$ cat src/rtl/rv32_pkg.sv
// Shared RV32 front-end definitions: fetch sequencer states and the
// compressed-instruction detect used by fetch and decode.
package rv32_pkg;

  localparam int unsigned XLEN = 32;

  typedef enum logic [1:0] {
    FS_FETCH   = 2'd0,
    FS_WAIT    = 2'd1,
    FS_DELIVER = 2'd2,
    FS_DRAIN   = 2'd3
  } fetch_state_e;

  function automatic logic is_compressed(input logic [1:0] opcode);
    return opcode != 2'b11;
  endfunction

endpackage

$ cat src/rtl/rv32_mod_fetch_align.sv
// Halfword selection / concatenation for the fetch sequencer: turns a fetched
// word (plus any saved spill halfword) into one instruction.
module rv32_mod_fetch_align
  import rv32_pkg::*;
(
  input  logic [31:0] word_i,
  input  logic        pc_hi_i,
  input  logic        spill_i,
  input  logic [15:0] spare_i,
  output logic [31:0] instr_o,
  output logic        is_c_o,
  output logic        need_spill_o
);

  always_comb begin
    instr_o      = '0;
    is_c_o       = 1'b0;
    need_spill_o = 1'b0;
    if (spill_i) begin
      // Upper half of a word-spanning instruction arrives in the low half.
      instr_o = {word_i[15:0], spare_i};
    end else if (!pc_hi_i) begin
      if (is_compressed(word_i[1:0])) begin
        instr_o = {16'h0000, word_i[15:0]};
        is_c_o  = 1'b1;
      end else begin
        instr_o = word_i;
      end
    end else if (is_compressed(word_i[17:16])) begin
      instr_o = {16'h0000, word_i[31:16]};
      is_c_o  = 1'b1;
    end else begin
      need_spill_o = 1'b1;
    end
  end

endmodule

$ cat src/rtl/rv32_mod_fetch_sequencer.sv
// RV32C instruction fetch sequencer: one outstanding word fetch, halfword
// alignment, word-spanning instructions, stall and redirect handling.
module rv32_mod_fetch_sequencer
  import rv32_pkg::*;
#(
  parameter logic [31:0] RESET_PC = 32'h0000_0000
) (
  input  logic            clk,
  input  logic            rst,
  output logic            imem_req,
  output logic [XLEN-1:0] imem_addr,
  input  logic            imem_ack,
  input  logic            imem_rvalid,
  input  logic [XLEN-1:0] imem_rdata,
  output logic            instr_valid,
  input  logic            instr_ready,
  output logic [XLEN-1:0] instr,
  output logic [XLEN-1:0] instr_pc,
  output logic            instr_is_compressed,
  input  logic            redirect_valid,
  input  logic [XLEN-1:0] redirect_pc
);

  fetch_state_e state_q, state_d;
  logic [31:0]  pc_q, pc_d;
  logic [31:0]  addr_q, addr_d;
  logic         req_q, req_d;
  logic [31:0]  buf_q, buf_d;
  logic [29:0]  bufw_q, bufw_d;
  logic [15:0]  spare_q, spare_d;
  logic         spill_q, spill_d;
  logic         valid_q, valid_d;
  logic [31:0]  instr_q, instr_d;
  logic [31:0]  ipc_q, ipc_d;
  logic         isc_q, isc_d;

  logic [31:0]  npc;
  logic [31:0]  eval_pc;
  logic [31:0]  spill_addr;
  logic [31:0]  al_word;
  logic         al_spill_in;
  logic [31:0]  al_instr;
  logic         al_c;
  logic         al_need_spill;
  logic         outstanding;

  // WAIT evaluates the arriving word at pc; DELIVER evaluates the buffer at the next pc.
  always_comb begin
    npc         = pc_q + (isc_q ? 32'd2 : 32'd4);
    eval_pc     = (state_q == FS_DELIVER) ? npc : pc_q;
    al_word     = (state_q == FS_DELIVER) ? buf_q : imem_rdata;
    al_spill_in = (state_q == FS_DELIVER) ? 1'b0 : spill_q;
    spill_addr  = eval_pc + 32'd2;
  end

  rv32_mod_fetch_align u_align (
    .word_i       (al_word),
    .pc_hi_i      (eval_pc[1]),
    .spill_i      (al_spill_in),
    .spare_i      (spare_q),
    .instr_o      (al_instr),
    .is_c_o       (al_c),
    .need_spill_o (al_need_spill)
  );

  always_comb begin
    state_d     = state_q;
    pc_d        = pc_q;
    addr_d      = addr_q;
    req_d       = req_q;
    buf_d       = buf_q;
    bufw_d      = bufw_q;
    spare_d     = spare_q;
    spill_d     = spill_q;
    valid_d     = valid_q;
    instr_d     = instr_q;
    ipc_d       = ipc_q;
    isc_d       = isc_q;
    outstanding = 1'b0;

    case (state_q)
      FS_FETCH: begin
        if (!req_q) begin
          req_d = 1'b1;
        end else if (imem_ack) begin
          req_d   = 1'b0;
          state_d = FS_WAIT;
        end
      end

      FS_WAIT: begin
        if (imem_rvalid) begin
          buf_d  = imem_rdata;
          bufw_d = addr_q[31:2];
          if (al_need_spill) begin
            spare_d = imem_rdata[31:16];
            spill_d = 1'b1;
            addr_d  = spill_addr & ~32'd3;
            req_d   = 1'b1;
            state_d = FS_FETCH;
          end else begin
            spill_d = 1'b0;
            instr_d = al_instr;
            ipc_d   = pc_q;
            isc_d   = al_c;
            valid_d = 1'b1;
            state_d = FS_DELIVER;
          end
        end
      end

      FS_DELIVER: begin
        if (valid_q && instr_ready) begin
          pc_d    = npc;
          valid_d = 1'b0;
          if (npc[31:2] == bufw_q) begin
            if (al_need_spill) begin
              spare_d = buf_q[31:16];
              spill_d = 1'b1;
              addr_d  = spill_addr & ~32'd3;
              req_d   = 1'b1;
              state_d = FS_FETCH;
            end else begin
              instr_d = al_instr;
              ipc_d   = npc;
              isc_d   = al_c;
              valid_d = 1'b1;
            end
          end else begin
            addr_d  = npc & ~32'd3;
            req_d   = 1'b1;
            state_d = FS_FETCH;
          end
        end
      end

      FS_DRAIN: begin
        if (imem_rvalid) begin
          req_d   = 1'b1;
          state_d = FS_FETCH;
        end
      end

      default: begin
        state_d = FS_FETCH;
      end
    endcase

    // A response arriving in the redirect cycle closes the transaction, so no drain is needed.
    if (redirect_valid) begin
      outstanding = ((state_q == FS_FETCH) && req_q && imem_ack) ||
                    (((state_q == FS_WAIT) || (state_q == FS_DRAIN)) && !imem_rvalid);
      pc_d    = redirect_pc & ~32'd1;
      addr_d  = redirect_pc & ~32'd3;
      spill_d = 1'b0;
      valid_d = 1'b0;
      req_d   = !outstanding;
      state_d = outstanding ? FS_DRAIN : FS_FETCH;
    end
  end

  always_ff @(posedge clk or posedge rst) begin
    if (rst) begin
      state_q <= FS_FETCH;
      pc_q    <= RESET_PC;
      addr_q  <= RESET_PC & ~32'd3;
      req_q   <= 1'b0;
      buf_q   <= '0;
      bufw_q  <= '0;
      spare_q <= '0;
      spill_q <= 1'b0;
      valid_q <= 1'b0;
      instr_q <= '0;
      ipc_q   <= RESET_PC;
      isc_q   <= 1'b0;
    end else begin
      state_q <= state_d;
      pc_q    <= pc_d;
      addr_q  <= addr_d;
      req_q   <= req_d;
      buf_q   <= buf_d;
      bufw_q  <= bufw_d;
      spare_q <= spare_d;
      spill_q <= spill_d;
      valid_q <= valid_d;
      instr_q <= instr_d;
      ipc_q   <= ipc_d;
      isc_q   <= isc_d;
    end
  end

  always_comb begin
    imem_req            = req_q;
    imem_addr           = addr_q;
    instr_valid         = valid_q && !redirect_valid;
    instr               = instr_q;
    instr_pc            = ipc_q;
    instr_is_compressed = isc_q;
  end

endmodule
$ cat config.mk
export PLATFORM = sky130hd
export DESIGN_NAME = rv32_mod_fetch_sequencer
export DESIGN_NICKNAME = d
export VERILOG_FILES = /design/src/rtl/rv32_pkg.sv /design/src/rtl/rv32_mod_fetch_align.sv /design/src/rtl/rv32_mod_fetch_sequencer.sv
export SDC_FILE = /design/constraint.sdc
export NUM_CORES = 1
export LEC_CHECK = 0
export ABC_AREA = 0
export BUFFER_PORTS_ARGS = -buffer_cell sky130_fd_sc_hd__buf_2
export CORE_MARGIN = 4
export CORE_UTILIZATION = 50
export CTS_BUF_LIST = sky130_fd_sc_hd__clkbuf_16
export CTS_CLUSTER_DIAMETER = 60
export CTS_CLUSTER_SIZE = 40
export DETAILED_ROUTE_END_ITERATION = 10
export PLACE_DENSITY_LB_ADDON = 0.1
export SLEW_MARGIN = 20
export SYNTH_ARGS = -nofsm -noshare
export SYNTH_HDL_FRONTEND = slang
export SYNTH_SLANG_ARGS = --single-unit
export TNS_END_PERCENT = 100
$ cat constraint.sdc
create_clock -name clk -period 5.8 [get_ports clk]
set_input_delay 0.29 -clock clk [delete_from_list [all_inputs] [get_ports clk]]
set_output_delay 0.29 -clock clk [all_outputs]
set_load 0.1 [all_outputs]
* Word-level counts from Yosys, hierarchy flattened
Index checks and enable logic that the tools add are counted.
Storage, ports and cells: flip-flop bits (word level) 212, bits of input ports 70, output and inout port bits 99, logic and storage cells 141
Cells by class: add/sub/neg operators 2, equal/unequal tests 22, muxes and demuxes 80, reductions and logical operators 25
Operators with widths (count):
- 32-bit two-way mux | 22
- 32-bit case mux with 2 select lines | 3
- 16-bit two-way mux | 6
- 32-bit by 2-bit adder with 32-bit output, second input constant | 1
- 32-bit by 3-bit adder with 32-bit output | 1
- 1-bit two-way mux | 32
- 16-bit case mux with 2 select lines | 1
- 30-bit == test | 1
- 2-bit two-way mux | 10
- 3-bit inequality test, second input constant | 6
- 6-bit AND reduction | 3
- 2-bit inequality test, second input constant | 7
- 2-bit case mux with 4 select lines | 1
- 4-bit AND reduction | 2
- 3-bit by 2-bit inequality test with 1-bit output, second input constant | 2
- 1-bit case mux with 2 select lines | 3
- 3-bit AND reduction | 2
- 2-bit nonzero test | 3
- 1-bit logical AND | 5
- 5-bit AND reduction | 1
- 2-bit == test, second input constant | 2
- 2-bit by 1-bit inequality test with 1-bit output, second input constant | 2
- 4-bit inequality test, second input constant | 1
- 1-bit case mux with 4 select lines | 1
- 7 further kinds | 11

* Depth between registers and ports, before layout
Gate-level depths: netlist of run 1.
depth in word-level cells 11, mapped depth 18, gate-level depth less buffers 13

* By module
From an unflattened synthesis of run 1, not the netlist that was laid out.
Unflattened totals: cells, all modules 1385, area, all modules 13002.5 um^2
Modules (own cells, without submodules):
- rv32_mod_fetch_sequencer | instances 1, cells each 1314, area an instance 12479.5 um^2
- rv32_mod_fetch_align | instances 1, cells each 71, area an instance 523.0 um^2

* Least setup slack after synthesis of run 1
No wires, ideal clock.
path kind register -> register, start register isc_q (netlist: instr_is_compressed), end register instr_q[0] (netlist: instr[0]), library setup time 0.128 ns, data arrival time 4.820 ns, required time 5.672 ns, slack 0.852 ns, cell stages (with the launch flop) 16, buffers on the path 3, cells stage by stage dfrtp_1 ha_1 inv_1 fa_1 clkbuf_1 and4b_1 buf_2 nand3_2 nor4_1 xnor2_1 o221ai_1 a2111oi_2 nand4_2 a211oi_2 buf_4 mux2_1
On the way: word-level cells in the longest chain between the ends 9, elaborated cells on any way between the ends 15, those cells by class 1 x add/sub; 2 x eq/ne; 11 x mux; 1 x reduce/logical
Ends and longest elaborated chain:
- start, declared | line rv32_mod_fetch_sequencer.sv:35 | logic isc_q, isc_d;
- start signal, assigned | line rv32_mod_fetch_sequencer.sv:188 | isc_q <= isc_d;
- 3-bit two-way mux (*) | line rv32_mod_fetch_sequencer.sv:49 | npc = pc_q + (isc_q ? 32'd2 : 32'd4);
- 32-bit by 3-bit adder with 32-bit output (*) | line rv32_mod_fetch_sequencer.sv:49
- 32-bit two-way mux | line rv32_mod_fetch_sequencer.sv:50 | eval_pc = (state_q == FS_DELIVER) ? npc : pc_q;
- 32-bit two-way mux / 1-bit two-way mux (equally long branches) | line rv32_mod_fetch_align.sv:22 | end else if (!pc_hi_i) begin
- 32-bit two-way mux / 1-bit two-way mux (equally long branches) | line rv32_mod_fetch_align.sv:19 | if (spill_i) begin
- 32-bit two-way mux | line rv32_mod_fetch_sequencer.sv:95, rv32_mod_fetch_sequencer.sv:117
- 32-bit two-way mux | line rv32_mod_fetch_sequencer.sv:116 | if (npc[31:2] == bufw_q) begin
- 32-bit two-way mux | line rv32_mod_fetch_sequencer.sv:113 | if (valid_q && instr_ready) begin
- 32-bit case mux with 2 select lines | line rv32_mod_fetch_sequencer.sv:81 | case (state_q)
- end signal, assigned | line rv32_mod_fetch_sequencer.sv:186 | instr_q <= instr_d;
- end, declared | line rv32_mod_fetch_sequencer.sv:33 | logic [31:0] instr_q, instr_d;
Mark *: on every way between the ends. The rest lies on a longest branch, timed or not. The select of a mux whose other input is x is not followed. A chain may end at the register's enable or synchronous reset.

* Final worst setup path of run 1
start register isc_q (netlist: instr_is_compressed), end register addr_q[4] (netlist: imem_addr[4])
On the way: word-level cells in the longest chain between the ends 10, elaborated cells on any way between the ends 13, those cells by class 2 x add/sub; 1 x eq/ne; 10 x mux
Ends and longest elaborated chain:
- 3-bit two-way mux (*) | line rv32_mod_fetch_sequencer.sv:49
- 32-bit by 3-bit adder with 32-bit output (*) | line rv32_mod_fetch_sequencer.sv:49
- branches (longest 6 deep; another with 32-bit by 2-bit adder with 32-bit output)
- 32-bit case mux with 2 select lines (*) | line rv32_mod_fetch_sequencer.sv:81
- 32-bit two-way mux (*) | line rv32_mod_fetch_sequencer.sv:150 | if (redirect_valid) begin
- end signal, assigned | line rv32_mod_fetch_sequencer.sv:166 | addr_q <= RESET_PC & ~32'd3;
- end signal, assigned | line rv32_mod_fetch_sequencer.sv:179 | addr_q <= addr_d;
- end, declared | line rv32_mod_fetch_sequencer.sv:26 | logic [31:0] addr_q, addr_d;
Every way passes the cells marked *. The select of a mux whose other input is x is not followed.

==> impl_metrics.py, run 1 <==
metrics = {
    "status": {
        "outcome": "complete, no violations",
    },
    "placement": {
        "gp_routability_congestion": 0.957,
        "port_buffer_cells": 166,
        "dp_hpwl_um": 29500,
        "place_inst": 1839,
    },
    "hold_path": {
        "hold_path_depth": 2,
        "hold_path.class": "in2reg",
        "worst_hold_startpoint": "imem_rdata[25]",
        "hold-path-endpoint": "buf_q[25]",
    },
    "floorplan": {
        "die_area_um2": 28200,
        "die_width_um": 168,
        "io_pins": 169,
        "core.rowCount": 58,
        "start_util_pct": 50.8,
        "die_outline_height_um": 168,
        "core_um2": 25200,
    },
    "routing": {
        "route.vias.total": 11682,
        "drc": 0,
        "wire_per_inst_um": 22.5,
        "first_pass_iteration_count_of_the_detailed_router": 5,
        "detail_route.wirelength_um": 42200,
        "drt_first_iter_violations": 1023,
        "post_drt_via_cell_ratio": 6.21,
        "ant_nets": 0,
    },
    "global_routing": {
        "grt_pass1_vias": 11396,
        "number_of_antenna_violations_at_the_first_check_in_global_routing": 2,
        "overflow": 0,
        "gr-usage-all-layers_pct": 29.5,
        "grt_max_degree": 137,
        "grt_pass1_wl_um": 66600,
    },
    "setup_path": {
        "path_common_cell": "buf_4",
        "setup.worst_path.class": "reg2reg",
        "setup.worst_path.end_class": "register",
        "crit_chain": "ha_1, inv_1, fa_1, and4b_1, nand3_2, nor4_1, xnor2_1, o221ai_1, a2111oi_2, nand4_2, buf_4, and2_1, o21ai_2, buf_4, a221o_1",
        "critical_path.reg2reg.endpoint": "imem_addr[4]",
        "cp.required_ps": 6180,
        "slowest_delay_ps": 860,
        "worst-r2r-setup-slack_ps": 690,
        "ff2ff_path_depth": 15,
        "critical_path_arrival_ps": 5500,
        "critical_path.n_buffers_inverters": 3,
        "critical_path_peak_fanout": 20,
        "cpLargestDelayFamily": "simple AND/OR/NAND/NOR gates",
        "r2r_start": "instr_is_compressed",
        "worst_path_max_delay_cell": "and2_1",
        "crit_path_start_kind": "register",
    },
    "pwr": {
        "total_leakage_power_uw": 0.00605,
        "switching_share_pct": 54.6,
        "seq_power_share_pct": 29.3,
        "power.density_cell_area_nw_per_um2": 595,
        "total_switching_power_uw": 4770,
        "power.clock.fraction_pct": 15.9,
        "int_power_uw": 3960,
        "max-vdd-ir-drop_mv": 0.596,
        "power.share.combinational_pct": 54.8,
    },
    "flow_run": {
        "cap_violations": 0,
    },
    "clocking": {
        "ctsLongestPathBuffers": 3,
        "insertion_delay_ps": 530,
        "cts.reportedPaths.clkPinSlew_ps": 80,
        "post_cts_resize_count": 0,
        "cts_setup_buffers": 0,
        "clock_tree_from_tritoncts": "done",
        "cts_sinks": 210,
        "cts_htree_levels": 1,
        "cts_made_buffers": 21,
        "ctsRootBufferMaster": "clkbuf_16",
    },
    "sta": {
        "total_of_endpoints_with_negative_setup_slack_in_the_final_report": 0,
        "rsz0062_at_grt": "no",
        "final-max-slew-violation-count": 0,
        "max-slew-margin-rel_pct": 27.6,
        "worstMarginPinSlew_ps": 1090,
        "count_of_endpoints_failing_hold_in_the_final_timing_report": 0,
        "layout_min_cycle_time_ps": 5110,
        "max_freq_ghz": 0.196,
        "tns_ps": 0,
        "fin_skew_ps": 31.3,
        "finalCritPeriodShare_pct": 88.2,
    },
    "finish": {
        "design.final.nets": 1611,
        "fill_cells": 2356,
        "finish.cell_count_without_fillers": 1881,
        "antenna_cells_inserted": 0,
        "syn2layout_area_growth_pct": 14.7,
        "drive_gt1_share_pct": 21.5,
        "end_of_flow_core_utilization_pct": 58.3,
    },
    "yosys": {
        "postSynthAreaPerCell_um2": 9.02,
        "synth_async_sr_flop_share_pct": 100,
        "dominant_cell_by_count_in_the_synthesized_netlist": "dfrtp_1",
        "synth-edff-count": 0,
        "synth.lib_cells_used.distinct": 77,
        "synth_largest_type_area_fraction_pct": 41.1,
        "synth_warnings": 0,
        "mappedNetlistArea_um2": 12800,
        "synth_area_leader_cell": "dfrtp_1",
        "postSynth.topFlopCell": "dfrtp_1",
        "syn-num-nets": 1493,
        "seq_area_frac_synth_pct": 41.1,
        "synth-seq-cells": 210,
        "synth_common_cells": "dfrtp_1 (210), nand2_1 (139), a21oi_1 (124), nor2_1 (121), clkbuf_1 (82)",
        "syn_inst": 1419,
        "synth.area.top_cells": "dfrtp_1 (41%), mux2_2 (6.5%), xnor2_1 (5.5%), a21oi_1 (4.8%), nand2_1 (4.1%)",
    },
}
[per-layer routing]
| layer | global-route usage [%] | routed length [um] |
|---|---|---|
| met1 | 41.9 | 18400 |
| met2 | 46.6 | 19300 |
| met3 | 4.16 | 2900 |
| met4 | 10.2 | 1570 |
| met5 | 0 | 19 |
[layout make-up]
class,count,area (um^2),area share [%]
Sequential cell,210,5260,35.8
Multi-Input combinational cell,1069,7000,47.7
Timing Repair Buffer,211,1220,8.31
Clock buffer,21,526,3.58
Tap cell,330,413,2.81
Clock inverter,16,163,1.11
Inverter,24,93.8,0.640
[repair_timing]
| item | CTS | global route |
|---|---|---|
| hold buffers | 5 | 0 |
| endpoints found under the setup margin | 0 | 0 |
| hold endpoints to repair | 15 | 0 |
[cell usage in the layout, fill, tap and decap left out, drive strengths merged, types with 6 or more instances in the layout]
cell type,Yosys,layout
o221ai,10,10
inv,24,30
a41oi,10,10
nor2b,9,9
a31oi,17,17
o31ai,7,7
and2,11,11
o21ai,79,79
a32oi,11,11
a211oi,11,11
nand3b,12,12
nand2b,13,13
clkbuf,82,21
a221o,8,8
buf,34,206
clkinv,0,6
mux2,78,78
xor2,55,55
or4,12,12
o2111ai,8,8
nor4,25,25
nor3b,9,9
mux2i,30,30
xnor2,80,80
nor2,122,122
o22ai,8,8
nor3,28,28
dfrtp,210,210
a21oi,124,124
nand4,20,20
and3,12,12
nand2,139,139
nand3,48,48
and4,6,6
[worst max path at each step]
stage	start	to	slack [ps]	depth (start not counted)
floorplan	instr_is_compressed	instr[0]	850	15
global placement	instr_is_compressed	imem_addr[4]	800	15
detailed placement	instr_is_compressed	imem_addr[31]	730	15
CTS	instr_is_compressed	imem_addr[4]	710	15
global route	instr_is_compressed	imem_addr[8]	390	15
finish	instr_is_compressed	imem_addr[4]	690	15
[cell families after synthesis]
kind of cell    share of synthesized area (%)
mux                                      9.21
other cells                            0.0293
compound gates                           16.6
simple gates                             18.8
xor+xnor                                 9.42
flops                                    41.1
fa+ha+maj                               0.450
buf+inv                                  4.45
[metrics by stage]
stage | area, um^2 | setup slack [ps] | hold WS, ps | power (uW)
CTS | 14700 | 715 | 0.284 | 8750
global route | 14700 | 391 | 22.1 | 9180
detailed placement | 13900 | 734 | 266 | 7340
finish | 14700 | 686 | 16.0 | 8730
floorplan | 12800 | 852 | 411 | 6280
global placement | 13900 | 800 | 267 | 7290
[power groups by stage]
stage,combinational (uW),sequential [uW],clock (uW)
global route,5060,2640,1480
floorplan,1790,4490,0
global placement,4730,2560,0
detailed placement,4780,2570,0
CTS,4790,2550,1410
finish,4780,2560,1390
[state kept, by name (all words and copies together) (netlist names)]
signal and flops:
buf_q 32, imem_addr 32, instr 32, instr_pc 31, pc_q 31, bufw_q 30, spare_q 16, state_q 2
imem_req 1, instr_is_compressed 1, spill_q 1, valid_q 1
(Power assumes the default switching activity.)
==> run 2: changes to the inputs <==
--- a/config.mk
+++ b/config.mk
@@ -7,6 +7,7 @@
 export LEC_CHECK = 0
 export ABC_AREA = 0
 export BUFFER_PORTS_ARGS = -buffer_cell sky130_fd_sc_hd__buf_2
+export CORE_ASPECT_RATIO = 0.75
 export CORE_MARGIN = 4
 export CORE_UTILIZATION = 50
 export CTS_BUF_LIST = sky130_fd_sc_hd__clkbuf_16
@@ -14,7 +15,6 @@
 export CTS_CLUSTER_SIZE = 40
 export DETAILED_ROUTE_END_ITERATION = 10
 export PLACE_DENSITY_LB_ADDON = 0.1
-export SLEW_MARGIN = 20
 export SYNTH_ARGS = -nofsm -noshare
 export SYNTH_HDL_FRONTEND = slang
 export SYNTH_SLANG_ARGS = --single-unit
==> constraint.sdc (replaced) <==
create_clock -name clk -period 4.95 [get_ports clk]
set_input_delay 0.2475 -clock clk [delete_from_list [all_inputs] [get_ports clk]]
set_output_delay 0.2475 -clock clk [all_outputs]
set_load 0.1 [all_outputs]
==> run 2 against run 1 <==
Effect of this change:
- first-iteration DRC count grew 24%
- sequential power rose by 16%
- non-clock buffer count grew 54
- routed wire length rose by 5.4%
- hold slack worse by 5.2 ps
- final area is 2.6% higher
- clock skew is 12 ps lower
- largest power group unchanged
- highest routed layer is now met4
- core utilization rose by 1.8 points
==> impl_metrics.py, run 2 (same netlist as run 1, synthesis figures left out) <==
metrics = {
    "routing": {
        "first_pass_iteration_count_of_the_detailed_router": 5,
        "drt_first_iter_violations": 1264,
        "detail_route.wirelength_um": 44500,
        "drc": 0,
        "ant_nets": 0,
        "post_drt_via_cell_ratio": 6.10,
        "wire_per_inst_um": 23.0,
        "route.vias.total": 11800,
    },
    "placement": {
        "dp_hpwl_um": 32400,
        "total_placed_instance_area_um2": 14200,
        "detailedPlace.worstSlack_ps": 305,
        "gp_routability_congestion": 0.955,
        "port_buffer_cells": 166,
        "place_inst": 1877,
    },
    "pwr": {
        "total_leakage_power_uw": 0.00625,
        "switching_share_pct": 54.7,
        "power.clock.fraction_pct": 14.6,
        "total_switching_power_uw": 5610,
        "power.density_cell_area_nw_per_um2": 681,
        "max-vdd-ir-drop_mv": 0.567,
        "power.share.combinational_pct": 56.5,
        "seq_power_share_pct": 28.9,
        "int_power_uw": 4640,
    },
    "sta": {
        "worst_hold_slack_across_all_endpoints_ps": 10.8,
        "count_of_endpoints_failing_hold_in_the_final_timing_report": 0,
        "finalCritPeriodShare_pct": 96.4,
        "max-slew-margin-rel_pct": 31.4,
        "final-max-slew-violation-count": 0,
        "worst_slack_ps": 181,
        "worstMarginPinSlew_ps": 1030,
        "fin_skew_ps": 18.8,
        "total_of_endpoints_with_negative_setup_slack_in_the_final_report": 0,
        "layout_min_cycle_time_ps": 4770,
        "max_freq_ghz": 0.210,
        "tns_ps": 0,
        "rsz0062_at_grt": "no",
    },
    "floorplan": {
        "io_pins": 169,
        "die_area_um2": 28200,
        "die_width_um": 193,
        "core.rowCount": 50,
        "core_um2": 25100,
        "start_util_pct": 51.0,
        "die_outline_height_um": 147,
    },
    "setup_path": {
        "critical_path_peak_fanout": 9,
        "crit_path_start_kind": "register",
        "setup.worst_path.class": "reg2reg",
        "setup.worst_path.end_class": "register",
        "ff2ff_path_depth": 15,
        "cp.required_ps": 5330,
        "critical_path_arrival_ps": 5150,
    },
    "clocking": {
        "clock_tree_from_tritoncts": "done",
        "ctsLongestPathBuffers": 3,
        "cts_made_buffers": 16,
        "cts_htree_levels": 1,
        "cts_setup_buffers": 0,
        "cts_sinks": 210,
        "ctsRootBufferMaster": "clkbuf_16",
        "insertion_delay_ps": 500,
        "cts.reportedPaths.clkPinSlew_ps": 90,
    },
    "status": {
        "outcome": "complete, no violations",
    },
    "global_routing": {
        "number_of_antenna_violations_at_the_first_check_in_global_routing": 1,
        "grt_max_degree": 145,
        "grt_pass1_vias": 10958,
        "overflow": 0,
        "grt_pass1_wl_um": 68100,
        "gr-usage-all-layers_pct": 31.0,
    },
    "finish": {
        "layout.cells.most_common_list": "dfrtp_1 (210), buf_2 (166), nand2_1 (139), a21oi_1 (124), nor2_1 (120)",
        "syn2layout_area_growth_pct": 17.7,
        "finish.instance_area_um2": 15100,
        "finish.cell_count_without_fillers": 1935,
        "design.final.nets": 1660,
        "drive_gt1_share_pct": 22.4,
        "layout_commonest_cell": "dfrtp_1",
    },
    "hold_path": {
        "hold_path_depth": 3,
        "hold_path.class": "in2reg",
    },
    "flow_run": {
        "cap_violations": 0,
    },
}
run 2: critical path: stages (launching register included):
cell and delay (ps):
dfrtp_1 420, ha_1 230, inv_1 70, fa_1 400, nand4b_1 500, nor4_1 480, buf_4 210, xnor2_1 90
a31oi_1 220, o2111ai_1 180, a2111oi_2 460, nand4_2 250, buf_4 240, nand3_1 430, o21ai_0 190, a221o_1 280
run 2: layout make-up:
type	count	area [um^2]
timing repair buffer	265	1680
fill	2308	10000
clock buffer	17	425
inverter	24	93.8
multi-input combinational	1069	7010
clock inverter	11	166
tap	338	423
sequential	210	5260
antenna	1	2.50
run 2: metal layers:
layer / vias up / track usage (%) / wire length [um] / part of all wire (%)
met4: 0 / 5.67 / 867 / 1.9
met1: 5776 / 49.5 / 21200 / 48
met2: 544 / 41.8 / 18000 / 41
li1: 5426 / - / - / -
met3: 54 / 8.44 / 4470 / 10
met5: - / 0 / 0 / 0
run 2: power by group through the flow:
stage / clock (uW) / combinational (uW) / sequential, uW
floorplan: 0 / 2100 / 5260
global placement: 0 / 5670 / 2950
detailed placement: 0 / 5720 / 2970
CTS: 1540 / 5760 / 2950
global route: 1610 / 6110 / 3040
finish: 1500 / 5790 / 2960
run 2: metrics by stage:
step	utilization (%)	total power (uW)
final	60.0	10300
after global routing	60.0	10800
after CTS	59.9	10200
after detailed placement	56.4	8690
after global placement	56.4	8620
after floorplan	-	7360
run 2: final timing paths:
path | from | endpoint | slack [ps]
worst min register to register | spare_q[1] | spare_q[1] | 480
worst min-delay path | redirect_pc[3] | pc_q[3] | 10
min in group asynchronous | rst | imem_addr[9] | 490
worst max register to register | instr_is_compressed | imem_addr[27] | 180
max in group asynchronous | rst | instr_pc[24] | 3730
worst max-delay path | instr_is_compressed | imem_addr[27] | 180
run 2: repair_timing:
action	4_1_cts	5_1_grt
endpoints found under the setup margin	0	36
gates resized for setup	0	4
hold buffers	29	0
endpoints found under the hold margin	37	0
